--- config.mk ---
export PLATFORM = sky130hd
export DESIGN_NAME = cla_adder_pipelined
export DESIGN_NICKNAME = d
export VERILOG_FILES = /design/src/rtl/cla_pkg.sv /design/src/rtl/cla_group_4.sv /design/src/rtl/cla_adder_pipelined.sv
export SDC_FILE = /design/constraint.sdc
export NUM_CORES = 1
export LEC_CHECK = 0
export BUFFER_PORTS_ARGS = -buffer_cell sky130_fd_sc_hd__buf_2
export CORE_ASPECT_RATIO = 1.1
export CORE_MARGIN = 1.5
export CORE_UTILIZATION = 54
export DETAILED_ROUTE_END_ITERATION = 6
export PLACE_DENSITY = 0.86
export REMOVE_ABC_BUFFERS = 1
export SLEW_MARGIN = 25
export SYNTH_ARGS = -nofsm -noshare
export SYNTH_HDL_FRONTEND = slang
export SYNTH_SLANG_ARGS = --single-unit
export TNS_END_PERCENT = 50
--- constraint.sdc ---
create_clock -name clk_i -period 1.8 [get_ports clk_i]
set_clock_uncertainty 0.2 [all_clocks]
set_input_delay 0.18 -clock clk_i [delete_from_list [all_inputs] [get_ports clk_i]]
set_output_delay 0.18 -clock clk_i [all_outputs]
set_load 0.005 [all_outputs]
--- src/rtl/cla_pkg.sv ---
// Shared definitions for the pipelined carry-lookahead adder.
// Provides the lookahead group width, the group generate/propagate pair
// type and the function that folds per-bit p/g into a group G/P.
package cla_pkg;

    localparam int unsigned GROUP_W = 4;

    // Group-level generate/propagate pair.
    typedef struct packed {
        logic g;
        logic p;
    } gp_t;

    // Fold 4-bit propagate/generate vectors into group G and P.
    function automatic gp_t group_gp(input logic [GROUP_W-1:0] p,
                                     input logic [GROUP_W-1:0] g);
        gp_t r;
        r.p = &p;
        r.g = g[3]
            | (p[3] & g[2])
            | (p[3] & p[2] & g[1])
            | (p[3] & p[2] & p[1] & g[0]);
        return r;
    endfunction

endpackage

--- src/rtl/cla_group_4.sv ---
// Combinational 4-bit carry-lookahead group.
// Ports:
//   a_i, b_i : 4-bit operand slices
//   cin_i    : carry into bit 0 of the group
//   sum_o    : 4-bit sum slice
//   g_o, p_o : group generate / propagate (independent of cin_i)
//   cout_o   : carry out of the group
module cla_group_4
    import cla_pkg::*;
(
    input  logic [GROUP_W-1:0] a_i,
    input  logic [GROUP_W-1:0] b_i,
    input  logic               cin_i,
    output logic [GROUP_W-1:0] sum_o,
    output logic               g_o,
    output logic               p_o,
    output logic               cout_o
);

    logic [GROUP_W-1:0] p;
    logic [GROUP_W-1:0] g;
    logic [GROUP_W-1:0] c;
    gp_t                gp;

    // Per-bit terms and the group G/P are kept apart from the carry terms so
    // that G/P never depends on cin_i; the stage chains carries through G/P.
    assign p  = a_i ^ b_i;
    assign g  = a_i & b_i;
    assign gp = group_gp(p, g);

    assign g_o = gp.g;
    assign p_o = gp.p;

    // Internal lookahead carries, all flattened from cin_i.
    assign c[0] = cin_i;
    assign c[1] = g[0] | (p[0] & cin_i);
    assign c[2] = g[1] | (p[1] & g[0]) | (p[1] & p[0] & cin_i);
    assign c[3] = g[2] | (p[2] & g[1]) | (p[2] & p[1] & g[0])
                | (p[2] & p[1] & p[0] & cin_i);

    assign cout_o = gp.g | (gp.p & cin_i);
    assign sum_o  = p ^ c;

endmodule

--- src/rtl/cla_adder_pipelined.sv ---
// Pipelined carry-lookahead adder with valid/ready handshake.
// The operands are cut into 4-bit lookahead groups; each of the STAGES
// register stages resolves WIDTH/4/STAGES groups and hands its carry, the
// partial sum and the unused high operand slices to the next stage.
// Latency is STAGES cycles, throughput one beat per cycle.
// Optional feature: define CLA_ADDER_SUB_EN to add sub_i (A - B with
// carry_i_i as borrow-in) and the signed-overflow flag ovf_o.
// Ports:
//   clk_i, rst_ni          : clock, async active-low reset
//   in_valid_i/in_ready_o  : input beat handshake
//   number_1_i, number_2_i : unsigned operands A and B
//   carry_i_i              : carry into bit 0
//   out_valid_o/out_ready_i: result handshake
//   sum_o                  : A + B + carry_i_i, MSB is the carry-out
//   sub_i, ovf_o           : only with CLA_ADDER_SUB_EN
module cla_adder_pipelined
    import cla_pkg::*;
#(
    parameter int unsigned WIDTH  = 16,
    parameter int unsigned STAGES = 4
) (
    input  logic             clk_i,
    input  logic             rst_ni,
    input  logic             in_valid_i,
    output logic             in_ready_o,
    input  logic [WIDTH-1:0] number_1_i,
    input  logic [WIDTH-1:0] number_2_i,
    input  logic             carry_i_i,
`ifdef CLA_ADDER_SUB_EN
    input  logic             sub_i,
    output logic             ovf_o,
`endif
    output logic             out_valid_o,
    input  logic             out_ready_i,
    output logic [WIDTH:0]   sum_o
);

    localparam int unsigned NGRP = WIDTH / GROUP_W;
    localparam int unsigned GPS  = NGRP / STAGES;
    localparam int unsigned SW   = GPS * GROUP_W;

    if ((WIDTH % GROUP_W) != 0 || STAGES == 0 || STAGES > NGRP
        || (NGRP % STAGES) != 0) begin : g_param_err
        $error("cla_adder_pipelined: illegal WIDTH/STAGES combination");
    end

    logic             adv;
    logic [WIDTH-1:0] b_eff;
    logic             cin_eff;

    // Operand conditioning ahead of stage 0.
`ifdef CLA_ADDER_SUB_EN
    assign b_eff   = sub_i ? ~number_2_i : number_2_i;
    assign cin_eff = carry_i_i ^ sub_i;
`else
    assign b_eff   = number_2_i;
    assign cin_eff = carry_i_i;
`endif

    // One global enable: the whole pipe moves or the whole pipe holds.
    assign adv        = !out_valid_o || out_ready_i;
    assign in_ready_o = adv;

    for (genvar s = 0; s < STAGES; s++) begin : g_stage
        localparam int unsigned LO  = s * SW;
        localparam int unsigned HI  = LO + SW;
        localparam int unsigned REM = WIDTH - HI;

        logic [WIDTH-LO-1:0] a_src;
        logic [WIDTH-LO-1:0] b_src;
        logic                cin_src;
        logic                valid_src;
        logic [GPS:0]        c;
        logic [SW-1:0]       sum_slice;
        logic [GPS-1:0]      grp_g;
        logic [GPS-1:0]      grp_p;
        logic [GPS-1:0]      grp_cout;
        logic                valid_d;
        logic                valid_q;
        logic                carry_d;
        logic                carry_q;
        logic [HI-1:0]       sum_d;
        logic [HI-1:0]       sum_q;

        // Stage inputs: the raw beat for stage 0, the previous register otherwise.
        if (s == 0) begin : g_src
            assign a_src     = number_1_i;
            assign b_src     = b_eff;
            assign cin_src   = cin_eff;
            assign valid_src = in_valid_i;
            assign sum_d     = sum_slice;
        end else begin : g_src
            assign a_src     = g_stage[s-1].g_rem.a_rem_q;
            assign b_src     = g_stage[s-1].g_rem.b_rem_q;
            assign cin_src   = g_stage[s-1].carry_q;
            assign valid_src = g_stage[s-1].valid_q;
            assign sum_d     = {sum_slice, g_stage[s-1].sum_q};
        end

        for (genvar j = 0; j < GPS; j++) begin : g_grp
            cla_group_4 u_grp (
                .a_i    (a_src[j*GROUP_W +: GROUP_W]),
                .b_i    (b_src[j*GROUP_W +: GROUP_W]),
                .cin_i  (c[j]),
                .sum_o  (sum_slice[j*GROUP_W +: GROUP_W]),
                .g_o    (grp_g[j]),
                .p_o    (grp_p[j]),
                .cout_o (grp_cout[j])
            );
        end

        // Group carries chained through G/P so no carry feeds back through a group.
        always_comb begin
            c[0] = cin_src;
            for (int j = 0; j < int'(GPS); j++) begin
                c[j+1] = grp_g[j] | (grp_p[j] & c[j]);
            end
        end

        // The group's own carry-out must agree with the G/P chain.
        always_comb begin
            assert (grp_cout == c[GPS:1]);
        end

        always_comb begin
            valid_d = valid_src;
            carry_d = c[GPS];
        end

        always_ff @(posedge clk_i or negedge rst_ni) begin
            if (!rst_ni) begin
                valid_q <= 1'b0;
                carry_q <= 1'b0;
                sum_q   <= '0;
            end else if (adv) begin
                valid_q <= valid_d;
                carry_q <= carry_d;
                sum_q   <= sum_d;
            end
        end

        // High operand slices still waiting for a later stage.
        if (REM > 0) begin : g_rem
            logic [REM-1:0] a_rem_q;
            logic [REM-1:0] b_rem_q;

            always_ff @(posedge clk_i or negedge rst_ni) begin
                if (!rst_ni) begin
                    a_rem_q <= '0;
                    b_rem_q <= '0;
                end else if (adv) begin
                    a_rem_q <= a_src[WIDTH-LO-1:SW];
                    b_rem_q <= b_src[WIDTH-LO-1:SW];
                end
            end
        end
    end

    assign out_valid_o = g_stage[STAGES-1].valid_q;
    assign sum_o       = {g_stage[STAGES-1].carry_q, g_stage[STAGES-1].sum_q};

`ifdef CLA_ADDER_SUB_EN
    logic ovf_d;
    logic ovf_q;

    // Carry into the MSB is recovered as a ^ b ^ sum at that bit.
    always_comb begin
        ovf_d = g_stage[STAGES-1].c[GPS]
              ^ (g_stage[STAGES-1].a_src[SW-1]
               ^ g_stage[STAGES-1].b_src[SW-1]
               ^ g_stage[STAGES-1].sum_slice[SW-1]);
    end

    always_ff @(posedge clk_i or negedge rst_ni) begin
        if (!rst_ni) begin
            ovf_q <= 1'b0;
        end else if (adv) begin
            ovf_q <= ovf_d;
        end
    end

    assign ovf_o = ovf_q;
`endif

endmodule

# Yosys cells after proc, flatten, opt, wreduce, memory -nomap -nowiden
# Index checks and enable logic that the tools add are counted.
dict set report totals {
  ff_bits 96
}
dict set report classes {
  reduce_logical 6
  n_bitwise 112
}
# cell count
set op_table {}
lappend op_table {{1-bit AND} 60}
lappend op_table {{1-bit OR} 40}
lappend op_table {{4-bit bitwise XOR} 8}
lappend op_table {{4-bit AND} 4}
lappend op_table {{4-bit AND reduction} 4}
lappend op_table {{1-bit zero test} 1}
lappend op_table {{1-bit logical OR} 1}

# Logic depth before layout (Yosys ltp)
# Gate-level depths: netlist of the first run.
dict set report logic_depth {
  word_depth 6
  ltp_mapped 7
  ltp_nobuf 5
}

# Modules after synthesis
# A second synthesis of the first run with hierarchy kept.
dict set report unflattened {
  hier_cells 301
  area_unflattened_um2 4488.1
}
# module cells_per_inst seq_area_each_um2 instances area_per_inst_um2
set by_module_without_submodules {}
lappend by_module_without_submodules {cla_adder_pipelined 213 2402.3 1 3723.6}
lappend by_module_without_submodules {{cla_group_4 at g_stage[1].g_grp[0].u_grp ...} 22 0.0 3 193.9}
lappend by_module_without_submodules {{cla_group_4 at g_stage[0].g_grp[0].u_grp} 22 0.0 1 182.7}

# Worst setup path before layout of the first run
# OpenSTA, ideal clock, no wires.
dict set report synth_path {
  kind {flip-flop to flip-flop}
  startpoint {register g_stage[2].g_rem.a_rem_q[0]}
  endpoint {register g_stage[3].carry_q}
  arrival_ns 1.272
  setup_slack_ns 0.207
  required_time_ns 1.478
  path_buffers 0
  path_stages_with_launch 6
  cell_sequence {dfrtp_1 ha_1 a211oi_2 o21bai_2 a21oi_1 a21oi_2}
}
dict set report synth_via {
  elab_chain_len 4
}
# element line
set synth_rtl {}
lappend synth_rtl {{from (decl)} cla_adder_pipelined.sv:144} ;# logic [REM-1:0] a_rem_q;
lappend synth_rtl {{from (signal assigned)} cla_adder_pipelined.sv:152} ;# a_rem_q <= a_src[WIDTH-LO-1:SW];
lappend synth_rtl {{4-bit bitwise XOR or 4-bit AND (tied branches)} {cla_group_4.sv:27, cla_group_4.sv:28}}
lappend synth_rtl {{4-bit AND reduction or 1-bit AND (tied branches)} {cla_pkg.sv:18, cla_pkg.sv:22}}
lappend synth_rtl {{1-bit AND or 1-bit OR (tied branches)} --}
lappend synth_rtl {{1-bit OR (*)} --}
lappend synth_rtl {{to (signal assigned)} cla_adder_pipelined.sv:137} ;# carry_q <= carry_d;
lappend synth_rtl {{to (decl)} cla_adder_pipelined.sv:81} ;# logic carry_q;
# Mark *: on every way between the ends. The rest lies on a longest branch, timed or not.
# A chain may end at the register's enable or synchronous reset.

# Final worst setup path of the first run
dict set report layout_path {
  startpoint {register g_stage[1].g_rem.a_rem_q[0]}
  endpoint {register g_stage[2].carry_q}
}
dict set report layout_via {
  elab_chain_len 4
}
# element line
set layout_rtl {}
lappend layout_rtl {{from (decl)} cla_adder_pipelined.sv:144}
lappend layout_rtl {{from (signal assigned)} cla_adder_pipelined.sv:152}
lappend layout_rtl {{4-bit bitwise XOR or 4-bit AND (tied branches)} {cla_group_4.sv:27, cla_group_4.sv:28}}
lappend layout_rtl {{4-bit AND reduction or 1-bit AND (tied branches)} {cla_pkg.sv:18, cla_pkg.sv:22}}
lappend layout_rtl {{1-bit AND or 1-bit OR (tied branches)} --}
lappend layout_rtl {{1-bit OR (*)} --}
lappend layout_rtl {{to (signal assigned)} cla_adder_pipelined.sv:137}
lappend layout_rtl {{to (decl)} cla_adder_pipelined.sv:81}
# Marks and branches as above.

==> results by group, run 1 <==
STA
  – Hold slack: 36.33 ps
  – RSZ-0062 raised after global routing: no
  – Final Setup Violations: 0
  – Max-slew violations: 0
  – Worst slew pin tran: 540.1 ps
  – Period utilization: 95.58%
  – Tmin final: 1720 ps
  – Final Hold Vio Count: 0
  – Fmax: 581.2 MHz
  – Max_slew headroom: 64.00%

Synth
  – YS warnings: 0
  – Proportion of netlist area held by the largest area contributor: 56.26%
  – Count leader, synth: nand2_1
  – Synth cell count leaders: 221 x nand2_1, 96 x dfrtp_1, 16 x ha_1, 14 x o21ai_1
  – Number of synthesized flops with an enable pin: 0
  – Primary FF master, synth: dfrtp_1
  – Syn Inst Count: 448
  – Synth async-reset ratio: 100.0%
  – FF+latch count, synth: 96
  – Mapped Area: 4270 sq um
  – Sequential element share of the synthesized area: 56.26%
  – Area leader, netlist: dfrtp_1
  – Synth cell types: 25
  – Most area-consuming cells after synthesis: dfrtp_1 56%, nand2_1 19%, ha_1 4.7%
  – Mean Syn Cell Area: 9.532 sq um

Routing
  – Via count: 3078
  – DR pass1 iterations: 4
  – Antenna Violating Nets Remaining: 0
  – Routed wire per std cell: 11.71 um
  – Final WL: 7439 um
  – DRT iter0 DRCs: 174
  – Routed vias/inst: 4.847
  – DRC: 0

Power
  – Leakage Power: 2.697 nW
  – Logic gate share of total power: 35.6%
  – Sw Ratio: 33.85%
  – Cell internal pwr: 5.655 mW
  – Reg power frac: 42.2%
  – Pwr Density: 1654 nW/um^2
  – Total power: 8.549 mW
  – Sw Pwr: 2.894 mW
  – VDD IR max: 0.0006409 V
  – Clock power share: 22.3%

Outcome
  – Status: finished, final reports clean

Global routing
  – First-pass GRT wire length: 13410 um
  – Largest net degree at the start of global routing: 69
  – Initial antenna violation count: 0
  – All-Layer GR Usage: 20.40%
  – Vias in the first global route: 3229
  – Remaining Overflow, GRT: 0

Worst setup path
  – CP Class: reg -> reg
  – Worst EP arrival: 1750 ps
  – Slowest CP cell: dfrtp_1
  – Crit-path cells: ha_1, a211oi_2, o21bai_1, a21oi_1, a21oi_2
  – Critical Path Start Type: register
  – Worst setup EP type: register
  – CP max FO: 2
  – Required time worst endpoint: 1830 ps
  – Crit-path max cell delay: 400 ps
  – R2R depth: 5
  – Critical path origin: g_stage[1].g_rem.a_rem_q[0]
  – Worst r2r src: g_stage[1].g_rem.a_rem_q[0]

Clock network
  – Clock transition at path regs: 80 ps
  – # clock sinks: 96
  – Max Root-Sink Buffers: 2
  – Postcts setup bufs: 0
  – Clk Latency, worst-skew pair: 350 ps
  – CTS buffer count: 9
  – H-tree depth: 3
  – TritonCTS clock tree: done
  – Clock root buffer: clkbuf_8

Floorplan
  – Full die area: 8451 sq um
  – Starting Density: 56.52%
  – Ports: 56
  – Die H: 96.27 um
  – Core area: 7556 sq um
  – Std-Cell Rows: 33
  – Horiz. Die Dim: 87.79 um

Placement
  – Final RePlAce weighted congestion: 0.7848
  – Post-DP HPWL: 4831 um
  – Buffers added on ports: 55

Final layout
  – Post-layout nets: 582
  – Area delta synth->final: 21.04%
  – Antenna diode count: 0
  – Share of cells above drive strength 1: 19.25%

Flow run
  – Max cap viols: 0

Min path
  – Hold Path Class: in -> reg
  – Hold Path Origin: number_2_i[3]
  – Hold depth: 4
stage by stage:
stage | instance area [sq um] | instances | util [%] | worst slack (ps) | setup TNS, ps
6_report | 5169 | 635 | 68.41 | 79.51 | 0
5_1_grt | 5169 | 635 | 68.41 | 13.76 | 0
4_1_cts | 5156 | 635 | 68.24 | 70.28 | 0
2_1_floorplan | 4098 | 426 | - | -1114 | -95570
3_3_place_gp | 4603 | 592 | 60.92 | 163.4 | 0
3_5_place_dp | 4603 | 592 | 60.92 | 89.95 | 0
cell families (layout without fill, tap and decap cells):
| family | after synthesis | count (layout) | share of synthesized area (%) |
|---|---|---|---|
| and+or+nand+nor | 235 | 235 | 20.95 |
| adders and majority gates | 20 | 20 | 6.563 |
| AOI/OAI and AO/OA | 54 | 54 | 9.405 |
| xor gates and xnor gates | 8 | 8 | 1.641 |
| DFF | 96 | 96 | 56.26 |
| buffers and inverters | 35 | 117 | 5.186 |
worst paths after layout:
path / to / slack, ps
setup / recovery: g_stage[2].carry_q / 80
hold / removal: g_stage[0].carry_q / 40
setup reg to reg: g_stage[2].carry_q / 80
hold reg to reg: g_stage[3].sum_q[10] / 260
max in group asynchronous: g_stage[3].sum_q[9] / 780
min in group asynchronous: g_stage[1].g_rem.a_rem_q[0] / 140
layout by cell type (no fill, tap or decap):
cell           instances
a211oi_1               4
a211oi_2               4
a21o_1                 4
a21oi_1                4
a21oi_2               12
buf_12                 4
buf_2                 54
buf_4                  3
bufinv_16              5
clkbuf_1               1
clkbuf_8               9
clkinv_2               2
dfrtp_1               96
dlygate4sd3_1         27
fa_1                   4
ha_1                  15
ha_4                   1
inv_1                 12
nand2_1              221
nand2b_1               1
nor2_1                12
nor2b_4                1
o21ai_0                1
o21ai_1               15
o21ai_2                6
o21bai_1               3
o21bai_2               1
xnor2_1                4
xor2_1                 4
power groups by stage:
stage	registers (mW)	clock network [mW]	logic (mW)
floorplan	3.55	0	2.17
global placement	3.59	0	2.84
detailed placement	3.64	0	3.01
CTS	3.60	1.96	3.06
global route	3.72	2.04	3.48
finish	3.61	1.90	3.04
layer usage:
layer  share of wire [%]  wire (um)  up-vias  global-route usage [%]
met5                   0          0        -                       0
met4                 1.8        136        0                   9.524
met3                 3.6        265       11                   4.031
met2                  52       3844       61                   36.77
met1                  43       3192     1448                   23.10
li1                    -          -     1558                       -
final cells by class:
cell class,count,area (sq um)
Clock buffer,10,127.6
Clock inverter,6,155.1
Fill cell,565,2387
Inverter,13,50.05
Multi-Input combinational cell,317,1659
Sequential cell,96,2402
Tap cell,105,131.4
Timing Repair Buffer,88,643.1
flip-flops by register name, summed over array words and instances (netlist names):
signal,count
out_valid_o,1
g_stage.sum_q,40
g_stage.valid_q,3
g_stage.carry_q,4
g_stage.g_rem.b_rem_q,24
g_stage.g_rem.a_rem_q,24
worst max-delay path: cells and delay by family (launching register included):
kind,cells,cell delay (ps)
AO/OA/AOI/OAI,4,670
flip-flops,1,400
adder cells (fa/ha/maj),1,330
what timing repair did:
action / 4_1_cts / 5_1_grt
endpoints found under the hold margin: 121 / 0
hold buffers: 27 / 0
resized for setup: 0 / 2
endpoints found under the setup margin: 0 / 2
(Power assumes the default switching activity.)
==> run 2, diff against run 1 <==
Settings changed: ABC_AREA set to 0, CAP_MARGIN set to 15, PLACE_DENSITY 0.86 to 0.79.
==> run 2 against run 1 <==
  * First-iteration DRC count is 36% lower
  * Total power is 6.1% lower
  * Hold slack worse by 11 ps
  * Critical path depth is 1 lower
  * Register-to-register slack better by 30 ps
==> results by group, run 2 (synthesis gave the netlist of run 1 again) <==
Outcome
  – Status: finished, final reports clean (unchanged)

Global routing
  – Initial antenna violation count: 0 (unchanged)
  – Remaining Overflow, GRT: 0 (unchanged)
  – Largest net degree at the start of global routing: 60 (was 69)
  – All-Layer GR Usage: 20.77% (was 20.40%)
  – Met2 Use GR: 34.48% (was 36.77%)
  – First-pass GRT wire length: 13390 um (was 13410 um)
  – Vias in the first global route: 3114 (was 3229)
  – Met1 Usage GRT: 25.21% (was 23.10%)
  – GR met3 Demand/Resource: 5.317% (was 4.031%)
  – Most Crowded Layer GR: met2 (unchanged)

STA
  – Setup TNS: 0 ps (unchanged)
  – Fmax: 588.9 MHz (was 581.2 MHz)
  – RSZ-0062 raised after global routing: no (unchanged)
  – Final Hold Vio Count: 0 (unchanged)
  – Period utilization: 94.34% (was 95.58%)
  – Worst slew pin tran: 412.1 ps (was 540.1 ps)
  – Tmin final: 1698 ps (was 1720 ps)
  – Max_slew headroom: 72.53% (was 64.00%)
  – Final Setup Violations: 0 (unchanged)
  – Max-slew violations: 0 (unchanged)

Final layout
  – Most flops, register: g_stage.sum_q (unchanged)
  – Finished Core Util: 67.88% (was 68.41%)
  – Commonest cells after routing, fill and taps aside: 221 x nand2_1, 96 x dfrtp_1, 54 x buf_2, 26 x dlygate4sd3_1, 16 x ha_1 (was 221 x nand2_1, 96 x dfrtp_1, 54 x buf_2, 27 x dlygate4sd3_1)
  – Commonest non-fill, non-tap cell in the layout: nand2_1 (unchanged)
  – Biggest registers after layout: g_stage.sum_q (40), g_stage.g_rem.a_rem_q (24), g_stage.g_rem.b_rem_q (24) (unchanged)
  – Area delta synth->final: 20.10% (was 21.04%)
  – Share of cells above drive strength 1: 19.89% (was 19.25%)
  – Max reg flops: 40 (unchanged)
  – Final Cell Area: 5129 sq um (was 5169 sq um)
  – Antenna diode count: 0 (unchanged)
  – Fillers: 591 (was 565)
  – Post-layout nets: 586 (was 582)

Clock network
  – Max Root-Sink Buffers: 2 (unchanged)
  – H-tree depth: 3 (unchanged)
  – TritonCTS clock tree: done (unchanged)
  – Clock transition at path regs: 80 ps (about the same)
  – # clock sinks: 96 (unchanged)
  – Clk Latency, worst-skew pair: 350 ps (about the same)
  – CTS buffer count: 9 (unchanged)
  – Clock root buffer: clkbuf_8 (unchanged)

Floorplan
  – Horiz. Die Dim: 87.79 um (unchanged)
  – Core area: 7556 sq um (unchanged)
  – Ports: 56 (unchanged)
  – Std-Cell Rows: 33 (unchanged)
  – Starting Density: 56.52% (unchanged)
  – Die H: 96.27 um (unchanged)
  – Full die area: 8451 sq um (unchanged)

Worst setup path
  – Worst setup EP type: output pin (was register)
  – Worst EP arrival: 1320 ps (was 1750 ps)
  – CP max FO: 21 (was 2)
  – CP Class: reg -> out (was reg -> reg)
  – Critical Path Start Type: register (unchanged)
  – Required time worst endpoint: 1420 ps (was 1830 ps)

Placement
  – Final RePlAce weighted congestion: 0.8298 (was 0.7848)
  – Area after DPL: 4639 sq um (was 4603 sq um)
  – Buffers added on ports: 55 (unchanged)
  – Post-DP HPWL: 4912 um (was 4831 um)

Flow run
  – Max cap viols: 0 (unchanged)

Power
  – Total power: 8.029 mW (was 8.549 mW)
  – Logic gate share of total power: 39.0% (was 35.6%)
  – Sw Pwr: 2.865 mW (was 2.894 mW)
  – Pwr Density: 1566 nW/um^2 (was 1654 nW/um^2)
  – Cell internal pwr: 5.164 mW (was 5.655 mW)
  – Clock power share: 16.4% (was 22.3%)
  – Reg power frac: 44.6% (was 42.2%)
  – VDD IR max: 0.0006729 V (was 0.0006409 V)
  – Leakage Power: 2.688 nW (was 2.697 nW)
  – Sw Ratio: 35.68% (was 33.85%)

Routing
  – Via count: 3124 (was 3078)
  – Antenna Violating Nets Remaining: 0 (unchanged)
  – Final WL: 7527 um (was 7439 um)
  – Routed vias/inst: 4.897 (was 4.847)
  – Routed wire per std cell: 11.80 um (was 11.71 um)
  – DR pass1 iterations: 4 (unchanged)
  – DRT iter0 DRCs: 112 (was 174)
  – DRC: 0 (unchanged)

Min path
  – Hold Path Class: in -> reg (unchanged)
==> run 2: per-layer routing <==
metal,share of wire [%],vias to the layer above
li1,-,1567
met1,42,1487
met3,3.7,15
met5,0,-
met2,51,55
met4,2.4,0
==> run 2: path summary, 6_finish.rpt <==
| path | slack (ps) | from | depth (start not counted) | endpoint |
|---|---|---|---|---|
| max | 100 | out_valid_o | 4 | in_ready_o |
| min | 30 | out_ready_i | 4 | g_stage[0].sum_q[1] |
| max reg2reg | 110 | g_stage[1].g_rem.a_rem_q[1] | 5 | g_stage[2].carry_q |
| min reg2reg | 260 | g_stage[2].valid_q | 2 | g_stage[2].valid_q |
| max in group asynchronous | 770 | rst_ni | 3 | g_stage[2].g_rem.b_rem_q[1] |
| min in group asynchronous | 90 | rst_ni | 2 | g_stage[1].sum_q[5] |
==> run 2: area by class of cell <==
| cell class | instances | area, sq um | area share (%) |
|---|---|---|---|
| multi-input combinational | 317 | 1647 | 32.11 |
| sequential | 96 | 2402 | 46.84 |
| timing repair buffer | 92 | 700.7 | 13.66 |
| inverter | 13 | 56.30 | 1.098 |
| clock inverter | 2 | 12.51 | 0.2440 |
| tap | 105 | 131.4 | 2.562 |
| clock buffer | 13 | 178.9 | 3.489 |
==> run 2: worst max-delay path, stage by stage (launching register included) <==
cell and delay, ps:
dfrtp_1 360, nor2b_4 220, inv_8 100, buf_12 160, buf_2 120
==> run 2: timing repair <==
item	in CTS	in global routing
cloned	0	1
buffers inserted	0	1
setup endpoints to repair	1	2
resized for setup	1	3
endpoints found under the hold margin	121	0
pin swaps	0	3
hold buffers	26	0
==> run 2: stage by stage <==
step	cells	hold WS, ps	setup slack (ps)
finish	638	25.34	101.8
global route	638	18.14	12.76
CTS	636	34.37	10.04
detailed placement	595	-60.13	110.9
global placement	595	-65.72	160.8
floorplan	426	-315.6	-1114
==> run 2: power groups by stage <==
stage	combinational [mW]	sequential, mW	clock (mW)
after global routing	3.61	3.71	1.46
after floorplan	2.17	3.55	0
after global placement	2.93	3.58	0
final	3.13	3.58	1.32
after detailed placement	3.05	3.63	0
after CTS	3.12	3.59	1.37
==> run 3, diff against run 2 <==
Settings changed: CORE_MARGIN 1.5 to 3.
==> run 3 against run 2 <==
  * Critical path depth did not move
  * Non-clock buffer count fell by 4
  * Final area fell by 1.4%
  * Sequential power barely moved
  * Hold slack improved by 9.7 ps
  * First-iteration DRC count rose by 22%
  * Flip-flop and latch count did not move
  * Sequential share of layout area rose by 0.66 points
  * Critical endpoint unchanged
  * Highest routed layer unchanged
==> results by group, run 3 (synthesis gave the netlist of run 1 again) <==
Outcome
  – Status: finished, final reports clean (unchanged)

Floorplan
  – Full die area: 9012 sq um (was 8451 sq um)
  – Std-Cell Rows: 33 (unchanged)
  – Core area: 7556 sq um (unchanged)
  – Ports: 56 (unchanged)
  – Die H: 99.27 um (was 96.27 um)
  – Starting Density: 56.52% (unchanged)
  – Horiz. Die Dim: 90.79 um (was 87.79 um)

Worst setup path
  – Critical Path Start Type: register (unchanged)
  – FF-to-FF End: g_stage[1].carry_q (was g_stage[2].carry_q)
  – Worst setup EP type: output pin (unchanged)
  – CP max FO: 43 (was 21)
  – Critical path origin: out_valid_o (unchanged)
  – Required time worst endpoint: 1420 ps (about the same)
  – FF-to-FF setup slack: 100 ps (was 110 ps)
  – CP Class: reg -> out (unchanged)
  – Worst EP arrival: 1340 ps (was 1320 ps)
  – R2R depth: 5 (unchanged)
  – Worst r2r src: g_stage[0].g_rem.a_rem_q[0] (was g_stage[1].g_rem.a_rem_q[1])

Routing
  – Routed wire per std cell: 11.66 um (was 11.80 um)
  – DRT iter0 DRCs: 137 (was 112)
  – DR pass1 iterations: 4 (unchanged)
  – Via count: 3057 (was 3124)
  – DRC: 0 (unchanged)
  – Final WL: 7407 um (was 7527 um)
  – Routed vias/inst: 4.814 (was 4.897)
  – Antenna Violating Nets Remaining: 0 (unchanged)

Final layout
  – Commonest cells after routing, fill and taps aside: 221 x nand2_1, 96 x dfrtp_1, 54 x buf_2, 26 x dlygate4sd3_1, 16 x ha_1 (unchanged)
  – Antenna diode count: 0 (unchanged)
  – Max reg flops: 40 (unchanged)
  – Post-layout nets: 582 (was 586)
  – Commonest non-fill, non-tap cell in the layout: nand2_1 (unchanged)
  – Fillers: 613 (was 591)
  – Area delta synth->final: 18.43% (was 20.10%)
  – Final Cell Area: 5057 sq um (was 5129 sq um)
  – Share of cells above drive strength 1: 19.62% (was 19.89%)
  – Biggest registers after layout: g_stage.sum_q (40), g_stage.g_rem.a_rem_q (24), g_stage.g_rem.b_rem_q (24) (unchanged)
  – Most flops, register: g_stage.sum_q (unchanged)

Power
  – Leakage Power: 2.653 nW (was 2.688 nW)
  – VDD IR max: 0.0006165 V (was 0.0006729 V)
  – Pwr Density: 1585 nW/um^2 (was 1566 nW/um^2)
  – Total power: 8.015 mW (was 8.029 mW)

Global routing
  – All-Layer GR Usage: 18.06% (was 20.77%)
  – First-pass GRT wire length: 13230 um (was 13390 um)
  – Initial antenna violation count: 0 (unchanged)
  – Remaining Overflow, GRT: 0 (unchanged)
  – Largest net degree at the start of global routing: 97 (was 60)
  – Vias in the first global route: 3015 (was 3114)

Min path
  – Hold depth: 4 (unchanged)
  – Hold Path Class: in -> reg (unchanged)
  – WHS Endpoint: g_stage[0].sum_q[2] (was g_stage[0].sum_q[1])
  – Hold Path Origin: carry_i_i (was out_ready_i)

Clock network
  – Clock transition at path regs: 90 ps (was 80 ps)
  – Clk Latency, worst-skew pair: 360 ps (was 350 ps)
  – Postcts setup bufs: 0 (unchanged)
  – Max Root-Sink Buffers: 2 (unchanged)
  – Clock root buffer: clkbuf_8 (unchanged)
  – TritonCTS clock tree: done (unchanged)
  – H-tree depth: 3 (unchanged)
  – # clock sinks: 96 (unchanged)
  – CTS buffer count: 9 (unchanged)

Placement
  – Post-DP HPWL: 4784 um (was 4912 um)
  – Buffers added on ports: 55 (unchanged)
  – Area after DPL: 4599 sq um (was 4639 sq um)
  – Pre-CTS setup slack: 116.3 ps (was 110.9 ps)
  – Final RePlAce weighted congestion: 0.7637 (was 0.8298)

STA
  – Tmin final: 1722 ps (was 1698 ps)
  – Final Setup Violations: 0 (unchanged)
  – RSZ-0062 raised after global routing: no (unchanged)
  – Max-slew violations: 0 (unchanged)
  – Worst Setup Slack, final: 78.11 ps (was 101.8 ps)
  – Worst slew pin tran: 480.1 ps (was 412.1 ps)
  – Max_slew headroom: 67.99% (was 72.53%)
  – Hold slack: 35.06 ps (was 25.34 ps)
  – Fmax: 580.8 MHz (was 588.9 MHz)
  – Period utilization: 95.66% (was 94.34%)
  – Final Hold Vio Count: 0 (unchanged)

Flow run
  – Max cap viols: 0 (unchanged)
==> run 3: power breakdown <==
group          internal [mW]  total, mW  switching (mW)
Combinational           1.37       3.06            1.70
Clock                  0.642       1.38           0.734
Sequential              3.09       3.58           0.484
Total                   5.10       8.02            2.91
==> run 3: stage by stage <==
step | TNS, ps | util [%] | instances
3_5_place_dp | 0 | 60.87 | 593
6_report | 0 | 66.93 | 635
5_1_grt | 0 | 66.93 | 635
2_1_floorplan | -95570 | - | 426
4_1_cts | 0 | 66.88 | 635
3_3_place_gp | 0 | 60.87 | 593
==> run 3: repair_timing <==
| item | in CTS | in global routing |
|---|---|---|
| hold endpoints to repair | 121 | 0 |
| hold buffers | 26 | 0 |
| resized for setup | 0 | 2 |
| setup endpoints to repair | 0 | 3 |
==> run 3: layout make-up <==
cell class | instances | area [sq um] | area share [%]
clock inverter | 7 | 70.07 | 1.385
tap | 105 | 131.4 | 2.598
sequential | 96 | 2402 | 47.50
multi-input combinational | 317 | 1650 | 32.63
clock buffer | 9 | 123.9 | 2.449
timing repair buffer | 88 | 628.1 | 12.42
inverter | 13 | 51.30 | 1.014
==> run 3: how the worst max path moves through the flow <==
stage                           to  slack, ps  cells after the start
6_report                in_ready_o         80                      4
5_1_grt        g_stage[1].sum_q[7]          4                      5
4_1_cts                 in_ready_o         60                      4
3_5_place_dp    g_stage[3].carry_q        120                      5
3_3_place_gp    g_stage[3].carry_q        150                      5
2_1_floorplan   g_stage[0].carry_q      -1110                      4
==> run 3: critical path, stage by stage (launching register included) <==
cell	delay [ps]
dfrtp_1	390
nor2b_4	150
inv_4	70
buf_12	210
buf_2	150
==> run 3: per-layer routing <==
metal | share of wire, % | vias to the layer above | track usage [%] | routed length [um]
li1 | - | 1559 | - | -
met1 | 43 | 1431 | 21.63 | 3179
met2 | 51 | 49 | 31.95 | 3777
met3 | 3.1 | 18 | 2.799 | 232
met4 | 2.9 | 0 | 8.933 | 218
met5 | 0 | - | 0 | 0
